File: config.mk
export PLATFORM = sky130hd
export DESIGN_NAME = ps2_key_rx
export DESIGN_NICKNAME = d
export VERILOG_FILES = /design/src/rtl/ps2_key_rx.sv
export SDC_FILE = /design/constraint.sdc
export NUM_CORES = 1
export LEC_CHECK = 0
export ABC_AREA = 1
export BUFFER_PORTS_ARGS = -buffer_cell sky130_fd_sc_hd__buf_2
export CAP_MARGIN = 0
export CORE_ASPECT_RATIO = 0.8
export CORE_MARGIN = 8
export CORE_UTILIZATION = 62
export CTS_BUF_LIST = sky130_fd_sc_hd__clkbuf_8
export DETAILED_ROUTE_END_ITERATION = 6
export GPL_ROUTABILITY_DRIVEN = 0
export PLACE_DENSITY_LB_ADDON = 0.12
export SLEW_MARGIN = 10
export SYNTH_ARGS = -nofsm -noshare
export SYNTH_HDL_FRONTEND = slang
export SYNTH_SLANG_ARGS = --single-unit
File: constraint.sdc
create_clock -name clk -period 1.85 [get_ports clk]
set_input_delay 0 -clock clk [delete_from_list [all_inputs] [get_ports clk]]
set_output_delay 0 -clock clk [all_outputs]
set_load 0.01 [all_outputs]
File: src/rtl/ps2_key_rx.sv
// PS/2 keyboard receiver: synchronizes the raw pins, deframes 11-bit frames
// and decodes Set-2 make/break/E0 sequences into a held key code plus press level.
module ps2_key_rx #(
    parameter int unsigned TIMEOUT_CYCLES = 50000
) (
    input  logic       clk,
    input  logic       rst_n,
    input  logic       ps2_clk,
    input  logic       ps2_data,
    output logic [7:0] code,
    output logic       extended,
    output logic       press,
    output logic       code_valid,
    output logic       frame_err
);

    localparam int unsigned TO_W   = (TIMEOUT_CYCLES > 2) ? $clog2(TIMEOUT_CYCLES) : 1;
    localparam int unsigned BITS_W = 3;

    localparam logic [TO_W-1:0]   TO_LAST   = TO_W'(TIMEOUT_CYCLES - 1);
    localparam logic [BITS_W-1:0] LAST_BIT  = BITS_W'(7);
    localparam logic [7:0]        PFX_EXT   = 8'hE0;
    localparam logic [7:0]        PFX_BREAK = 8'hF0;

    localparam logic [1:0] S_IDLE   = 2'd0;
    localparam logic [1:0] S_DATA   = 2'd1;
    localparam logic [1:0] S_PARITY = 2'd2;
    localparam logic [1:0] S_STOP   = 2'd3;

    // Pin synchronizers and falling-edge history
    logic clk_ff1, clk_ff2, clk_prev;
    logic dat_ff1, dat_ff2;

    // Frame and decode state
    logic [1:0]        state, state_nxt;
    logic [BITS_W-1:0] bit_cnt, bit_cnt_nxt;
    logic [7:0]        shreg, shreg_nxt;
    logic              perr, perr_nxt;
    logic [TO_W-1:0]   to_cnt, to_cnt_nxt;
    logic              ext_pend, ext_pend_nxt;
    logic              brk_pend, brk_pend_nxt;

    // Next values of the registered outputs
    logic [7:0] code_nxt;
    logic       extended_nxt;
    logic       press_nxt;
    logic       code_valid_nxt;
    logic       frame_err_nxt;

    logic fe_c;
    logic data_c;

    assign fe_c   = clk_prev & ~clk_ff2;
    assign data_c = dat_ff2;

    // Two-stage synchronizers on both pins; idle-high reset avoids a false edge
    always_ff @(posedge clk) begin
        if (!rst_n) begin
            clk_ff1  <= 1'b1;
            clk_ff2  <= 1'b1;
            clk_prev <= 1'b1;
            dat_ff1  <= 1'b1;
            dat_ff2  <= 1'b1;
        end else begin
            clk_ff1  <= ps2_clk;
            clk_ff2  <= clk_ff1;
            clk_prev <= clk_ff2;
            dat_ff1  <= ps2_data;
            dat_ff2  <= dat_ff1;
        end
    end

    // State, datapath and output registers
    always_ff @(posedge clk) begin
        if (!rst_n) begin
            state      <= S_IDLE;
            bit_cnt    <= '0;
            shreg      <= '0;
            perr       <= 1'b0;
            to_cnt     <= '0;
            ext_pend   <= 1'b0;
            brk_pend   <= 1'b0;
            code       <= '0;
            extended   <= 1'b0;
            press      <= 1'b0;
            code_valid <= 1'b0;
            frame_err  <= 1'b0;
        end else begin
            state      <= state_nxt;
            bit_cnt    <= bit_cnt_nxt;
            shreg      <= shreg_nxt;
            perr       <= perr_nxt;
            to_cnt     <= to_cnt_nxt;
            ext_pend   <= ext_pend_nxt;
            brk_pend   <= brk_pend_nxt;
            code       <= code_nxt;
            extended   <= extended_nxt;
            press      <= press_nxt;
            code_valid <= code_valid_nxt;
            frame_err  <= frame_err_nxt;
        end
    end

    // Frame FSM, timeout supervision and Set-2 sequence decode
    always_comb begin
        state_nxt      = state;
        bit_cnt_nxt    = bit_cnt;
        shreg_nxt      = shreg;
        perr_nxt       = perr;
        to_cnt_nxt     = to_cnt;
        ext_pend_nxt   = ext_pend;
        brk_pend_nxt   = brk_pend;
        code_nxt       = code;
        extended_nxt   = extended;
        press_nxt      = press;
        code_valid_nxt = 1'b0;
        frame_err_nxt  = 1'b0;

        if (fe_c || (state == S_IDLE)) begin
            to_cnt_nxt = '0;
        end else begin
            to_cnt_nxt = to_cnt + TO_W'(1);
        end

        if (fe_c) begin
            case (state)
                S_IDLE: begin
                    // A high data bit here is line noise, not a start bit
                    if (!data_c) begin
                        state_nxt   = S_DATA;
                        bit_cnt_nxt = '0;
                    end
                end
                S_DATA: begin
                    shreg_nxt   = {data_c, shreg[7:1]};
                    bit_cnt_nxt = bit_cnt + BITS_W'(1);
                    if (bit_cnt == LAST_BIT) begin
                        state_nxt = S_PARITY;
                    end
                end
                S_PARITY: begin
                    perr_nxt  = ~(^shreg ^ data_c);
                    state_nxt = S_STOP;
                end
                S_STOP: begin
                    state_nxt = S_IDLE;
                    if (data_c && !perr) begin
                        if (shreg == PFX_EXT) begin
                            ext_pend_nxt = 1'b1;
                        end else if (shreg == PFX_BREAK) begin
                            brk_pend_nxt = 1'b1;
                        end else begin
                            if (!brk_pend) begin
                                code_nxt       = shreg;
                                extended_nxt   = ext_pend;
                                press_nxt      = 1'b1;
                                code_valid_nxt = 1'b1;
                            end else if ((shreg == code) && (ext_pend == extended)) begin
                                press_nxt      = 1'b0;
                                code_valid_nxt = 1'b1;
                            end
                            ext_pend_nxt = 1'b0;
                            brk_pend_nxt = 1'b0;
                        end
                    end else begin
                        frame_err_nxt = 1'b1;
                        ext_pend_nxt  = 1'b0;
                        brk_pend_nxt  = 1'b0;
                    end
                end
                default: begin
                    state_nxt = S_IDLE;
                end
            endcase
        end else if ((state != S_IDLE) && (to_cnt == TO_LAST)) begin
            // Abandon a stalled partial frame; prefixes already seen stay pending
            state_nxt     = S_IDLE;
            frame_err_nxt = 1'b1;
        end
    end

endmodule

==> impl_metrics.json, run 1 <==
{
  "status": "complete, no violations",
  "num-nets-final": 375,
  "crit_path_start_kind": "register",
  "use_met1_pct": 22.09,
  "clockBufferDepth": 2,
  "io_buffers": 15,
  "grt_pass1_wl_um": 8010,
  "worstSetupPathType": "reg2reg",
  "cp-end-kind": "register",
  "synthToLayoutAreaGrowth_pct": 11.09,
  "setup_tns_ns": 0,
  "track_usage_pct": 15.89,
  "rrSetupSlack_ns": 0.18,
  "hold_viol": 0,
  "clock_latency_ns": 0.30,
  "grt_busiest_layer": "met2",
  "cp_data_arrival_time_ns": 1.86,
  "initial_core_util_pct": 64.47,
  "drive_gt1_share_pct": 12.53,
  "slew_violations": 0,
  "grtUsageMet2_pct": 23.19,
  "drv_cap": 0,
  "clock_skew_ns": 0.009130,
  "routed_wl_um": 4742,
  "synth_ff_type": "dfxtp_1",
  "reg2reg_to": "code[7]$_SDFFE_PN0P_",
  "die_width_um": 86.08,
  "holdPathEnd": "clk_prev$_SDFF_PN1_",
  "crit_required_ns": 2.05,
  "yosysSeqAreaShare_pct": 40.27,
  "wl_per_cell_um": 11.45,
  "setup_violations": 0,
  "cts_sinks": 49,
  "postCtsSetupBuffers": 0,
  "dp_hpwl_um": 3528,
  "use_met3_pct": 3.950,
  "reg2regPathDepth": 8,
  "synthArstFlopShare_pct": 0,
  "path_clk_slew_ns": 0.09,
  "netlist_area_mm2": 0.002436,
  "antenna_found_initial": 0,
  "cts_root_buf": "clkbuf_8",
  "grt.overflow.total": 0,
  "die_area_mm2": 0.006203,
  "firstDrtPassIters": 5,
  "syn_inst": 337,
  "dr_total_vias": 2121,
  "hold_start": "rst_n",
  "cp_max_fo": 19,
  "p_leak_nw": 1.144,
  "die_h_um": 72.07,
  "synth.distinct_cells": 28,
  "num-fill-cells": 294,
  "diodes": 0,
  "yosys.area.top_type": "dfxtp_1",
  "fin_crit_sh_pct": 90.22,
  "reg2reg_from": "shreg[2]$_SDFFE_PN0P_",
  "fin_crit_ns": 1.669,
  "postRouteAntennaNets": 0,
  "core_mm2": 0.003779,
  "cts_tree": "done",
  "cts_buffers": 5,
  "hold_class": "in2reg",
  "syn_nets": 354,
  "hold_depth": 2,
  "synth_edf_count": 0,
  "yosys.area.top_type_share_pct": 40.27,
  "power_mw": 1.870,
  "htreeDepth": 2,
  "ys_ff_latch": 49,
  "grt_max_degree": 25,
  "drc": 0,
  "synthTopCellsByArea": "dfxtp_1, nand2_1, a21oi_1",
  "slew_headroom_pct": 72.05,
  "avgSynthCellArea_um2": 7.229,
  "num_rows": 20,
  "drt-vias-per-instance": 5.123,
  "power_density_mw_per_mm2": 691.0,
  "grt_pass1_vias": 1795,
  "yosys_warnings": 0,
  "worstMarginPinSlew_ns": 0.4193,
  "first_iter_violations": 138,
  "rsz0062_at_grt": "false",
  "timing.fmax_ghz": 0.5992,
  "io_pins": 16,
  "vdd_drop_max_mv": 0.4911
}
layer usage:
metal / vias up / share of wire (%)
met3: 5 / 4.9
met1: 948 / 52
li1: 1109 / -
met2: 59 / 42
met4: 0 / 0.93
met5: - / 0
synth_stat cells (all sizes together), types with 4 or more instances:
cell type and count:
a21oi 35, dfxtp 49, ha 13, inv 49
nand2 75, nand3 15, nor2 47, nor3 5
o21ai 22, or2 6, xor2 4
through the flow:
step | setup slack [ns] | utilization (%) | hold WS [ns] | cells | cell area (um^2)
after floorplan | 0.4881 | - | 0.1066 | 337 | 2436
after global placement | 0.2191 | 67.91 | 0.1848 | 404 | 2566
after detailed placement | 0.1291 | 67.91 | 0.1898 | 404 | 2566
after CTS | 0.1048 | 71.39 | 0.07051 | 414 | 2698
after global routing | 0.02341 | 71.62 | 0.09793 | 414 | 2706
final | 0.1810 | 71.62 | 0.09360 | 414 | 2706
how the worst max path moves through the flow:
stage,start,endpoint
after floorplan,shreg[4]$_SDFFE_PN0P_,code[0]$_SDFFE_PN0P_
after global placement,shreg[2]$_SDFFE_PN0P_,code[1]$_SDFFE_PN0P_
after detailed placement,shreg[4]$_SDFFE_PN0P_,code[7]$_SDFFE_PN0P_
after CTS,shreg[2]$_SDFFE_PN0P_,code[7]$_SDFFE_PN0P_
after global routing,shreg[1]$_SDFFE_PN0P_,code[4]$_SDFFE_PN0P_
final,shreg[2]$_SDFFE_PN0P_,code[7]$_SDFFE_PN0P_
layout make-up:
| class | count | area [um^2] | share of cell area [%] |
|---|---|---|---|
| Timing Repair Buffer | 19 | 110.1 | 4.068 |
| Multi-Input combinational cell | 234 | 1251 | 46.23 |
| Inverter | 49 | 183.9 | 6.796 |
| Clock inverter | 3 | 42.54 | 1.572 |
| Tap cell | 55 | 68.82 | 2.543 |
| Clock buffer | 5 | 68.82 | 2.543 |
| Sequential cell | 49 | 980.9 | 36.25 |
sequential cells by signal (all words and copies together) (netlist names):
register	flops
to_cnt	16
code	8
shreg	8
bit_cnt	3
state	2
brk_pend	1
clk_ff1	1
clk_ff2	1
clk_prev	1
code_valid	1
dat_ff1	1
dat_ff2	1
ext_pend	1
extended	1
frame_err	1
perr	1
press	1
kinds of logic after synthesis:
| kind of cell | Yosys count | synth area share, % |
|---|---|---|
| adders and majority gates | 13 | 6.677 |
| buffers and inverters | 54 | 8.732 |
| xor gates and xnor gates | 7 | 2.517 |
| DFF | 49 | 40.27 |
| and+or+nand+nor | 157 | 30.10 |
| AOI/OAI and AO/OA | 57 | 11.71 |
power by group:
part	internal, mW	switching [mW]
clock	0.400	0.354
sequential	1.06	0.00405
combinational	0.0186	0.0333
total	1.48	0.391
critical path: stages (launching register included):
cell and delay [ns]:
dfxtp_1 0.38, inv_1 0.09, ha_1 0.20, nand2_1 0.09
nor2_1 0.08, nor2_1 0.21, nand3b_4 0.23, o21ai_0 0.21
a21oi_1 0.07
timing repair:
| item | 4_1_cts | 5_1_grt |
|---|---|---|
| endpoints found under the setup margin | 0 | 9 |
| hold buffers | 2 | 0 |
| gates resized for setup | 0 | 2 |
| endpoints found under the hold margin | 2 | 0 |
cell usage in the layout (no fill, tap or decap), types with 2 or more instances in the layout:
cell	instances
buf_2	15
inv_2	3
nor2_4	3
or2_2	5
xor2_1	4
nand3_1	13
nor3b_1	2
nor2_1	43
inv_1	47
xnor2_1	3
a21oi_1	35
o21ai_0	21
ha_1	13
nand4_1	3
dlygate4sd3_1	2
nand3_2	2
nor3_1	3
clkbuf_8	5
buf_4	2
nor3_4	2
dfxtp_1	49
nand2_1	71
nand2_2	4
No activity file was read; power rests on OpenSTA's default activity.
==> run 2, diff against run 1 <==
--- a/config.mk
+++ b/config.mk
@@ -15,6 +15,7 @@
 export DETAILED_ROUTE_END_ITERATION = 6
 export GPL_ROUTABILITY_DRIVEN = 0
 export PLACE_DENSITY_LB_ADDON = 0.12
+export RECOVER_POWER = 25
 export SLEW_MARGIN = 10
 export SYNTH_ARGS = -nofsm -noshare
 export SYNTH_HDL_FRONTEND = slang
==> impl_metrics.json, run 2 (same netlist as run 1, synthesis figures left out) <==
{
  "die_width_um": 86.08,
  "routed_wl_um": 4756,
  "cts_sinks": 49,
  "synthToLayoutAreaGrowth_pct": 10.58,
  "io_pins": 16,
  "cp-endpoint": "code[7]$_SDFFE_PN0P_",
  "postRouteAntennaNets": 0,
  "dp_hpwl_um": 3528,
  "antenna_found_initial": 0,
  "grt_pass1_wl_um": 8010,
  "drv_cap": 0,
  "crit_required_ns": 2.04,
  "path_clk_slew_ns": 0.09,
  "multi_input_area_mm2": 0.001251,
  "crit_start": "shreg[2]$_SDFFE_PN0P_",
  "final_cells": 414,
  "cp_data_arrival_time_ns": 1.86,
  "reg_top3": "to_cnt: 16 flops, code: 8 flops, shreg: 8 flops",
  "worstSetupPathType": "reg2reg",
  "clock_latency_ns": 0.30,
  "cp-end-kind": "register",
  "fin_crit_sh_pct": 90.08,
  "drive_gt1_share_pct": 9.749,
  "drc": 1,
  "worstMarginPinSlew_ns": 0.3960,
  "p_leak_nw": 1.100,
  "io_buffers": 15,
  "rsz0062_at_grt": "false",
  "grt_max_degree": 25,
  "hold_class": "in2reg",
  "track_usage_pct": 15.89,
  "setup_tns_ns": 0,
  "timing.fmax_ghz": 0.6001,
  "num-fill-cells": 301,
  "core_mm2": 0.003779,
  "fin_util_pct": 71.29,
  "clock_skew_ns": 0.007103,
  "largest_register": "to_cnt",
  "die_h_um": 72.07,
  "slew_headroom_pct": 73.60,
  "cp_max_fo": 19,
  "grt.overflow.total": 0,
  "violations": "DRC",
  "htreeDepth": 2,
  "cts_buffers": 5,
  "num_rows": 20,
  "mostFrequentLayoutCells": "nand2_1, dfxtp_1, inv_1, nor2_1, a21oi_1",
  "clockBufferDepth": 2,
  "placed_cell_area_mm2": 0.002566,
  "fin_crit_ns": 1.666,
  "dp_cells": 404,
  "rrSetupSlack_ns": 0.18,
  "vdd_drop_max_mv": 0.4934,
  "firstDrtPassIters": 7,
  "ff_latch_area_um2": 980.9,
  "reg2reg_to": "code[7]$_SDFFE_PN0P_",
  "hold_start": "rst_n",
  "num-nets-final": 375,
  "hold_viol": 0,
  "setup_ws_ns": 0.1836,
  "diodes": 0,
  "first_iter_violations": 123,
  "reg2regPathDepth": 8,
  "wl_per_cell_um": 11.49,
  "dp_slack_ns": 0.1291,
  "cts_tree": "done",
  "dr_total_vias": 2083,
  "slew_violations": 0,
  "cts_root_buf": "clkbuf_8",
  "final_area_mm2": 0.002694,
  "largest_reg_flops": 16,
  "power_density_mw_per_mm2": 692.3,
  "initial_core_util_pct": 64.47,
  "die_area_mm2": 0.006203,
  "crit_path_start_kind": "register",
  "drt-vias-per-instance": 5.031,
  "status": "finished, violations left",
  "setup_violations": 0,
  "grt_pass1_vias": 1795,
  "reg2reg_from": "shreg[2]$_SDFFE_PN0P_",
  "final_common_cell": "nand2_1"
}
==> run 2: worst min path at each step <==
stage	endpoint	slack (ns)	cells after the start
floorplan	clk_ff1$_SDFF_PN1_	0.11	1
global placement	dat_ff1$_SDFF_PN1_	0.18	2
detailed placement	dat_ff1$_SDFF_PN1_	0.19	2
CTS	clk_prev$_SDFF_PN1_	0.07	2
global route	clk_prev$_SDFF_PN1_	0.1	2
finish	clk_prev$_SDFF_PN1_	0.08	2
==> run 2: area by class of cell <==
type	count	share of cell area [%]
Clock buffer	5	2.555
Clock inverter	3	1.579
Inverter	49	6.828
Multi-Input combinational cell	234	46.45
Sequential cell	49	36.41
Tap cell	55	2.555
Timing Repair Buffer	19	3.623
==> run 2: where the power goes <==
group          internal, mW  switching, mW  total [mW]
combinational        0.0186         0.0328      0.0515
sequential             1.06        0.00406        1.06
clock                 0.400          0.349       0.749
==> run 2: worst max-delay path: stages, from the launching register on <==
cell and delay [ns]:
dfxtp_1 0.38, inv_1 0.09, ha_1 0.19, nand2_1 0.09, nor2_1 0.08, nor2_1 0.21, nand3b_4 0.23, o21ai_0 0.21
a21oi_1 0.07
==> run 2: per-stage QoR <==
| step | total power [mW] | hold slack (ns) |
|---|---|---|
| after global placement | 1.135 | 0.1848 |
| after detailed placement | 1.136 | 0.1898 |
| after floorplan | 1.124 | 0.1066 |
| after global routing | 1.929 | 0.09793 |
| final | 1.865 | 0.08269 |
| after CTS | 1.885 | 0.07051 |
==> run 2: repair_timing <==
action	in CTS	in global routing
endpoints found under the hold margin	2	0
setup buffers	0	0
resized for setup	0	2
endpoints found under the setup margin	0	9
hold buffers	2	0
==> run 2: metal layers <==
metal  global-route usage, %  up-vias  routed length, um
met5                       0        -                  0
li1                        -     1111                  -
met2                   23.19       52               2000
met4                   5.233        0                 44
met1                   22.09      915               2427
met3                   3.950        5                283
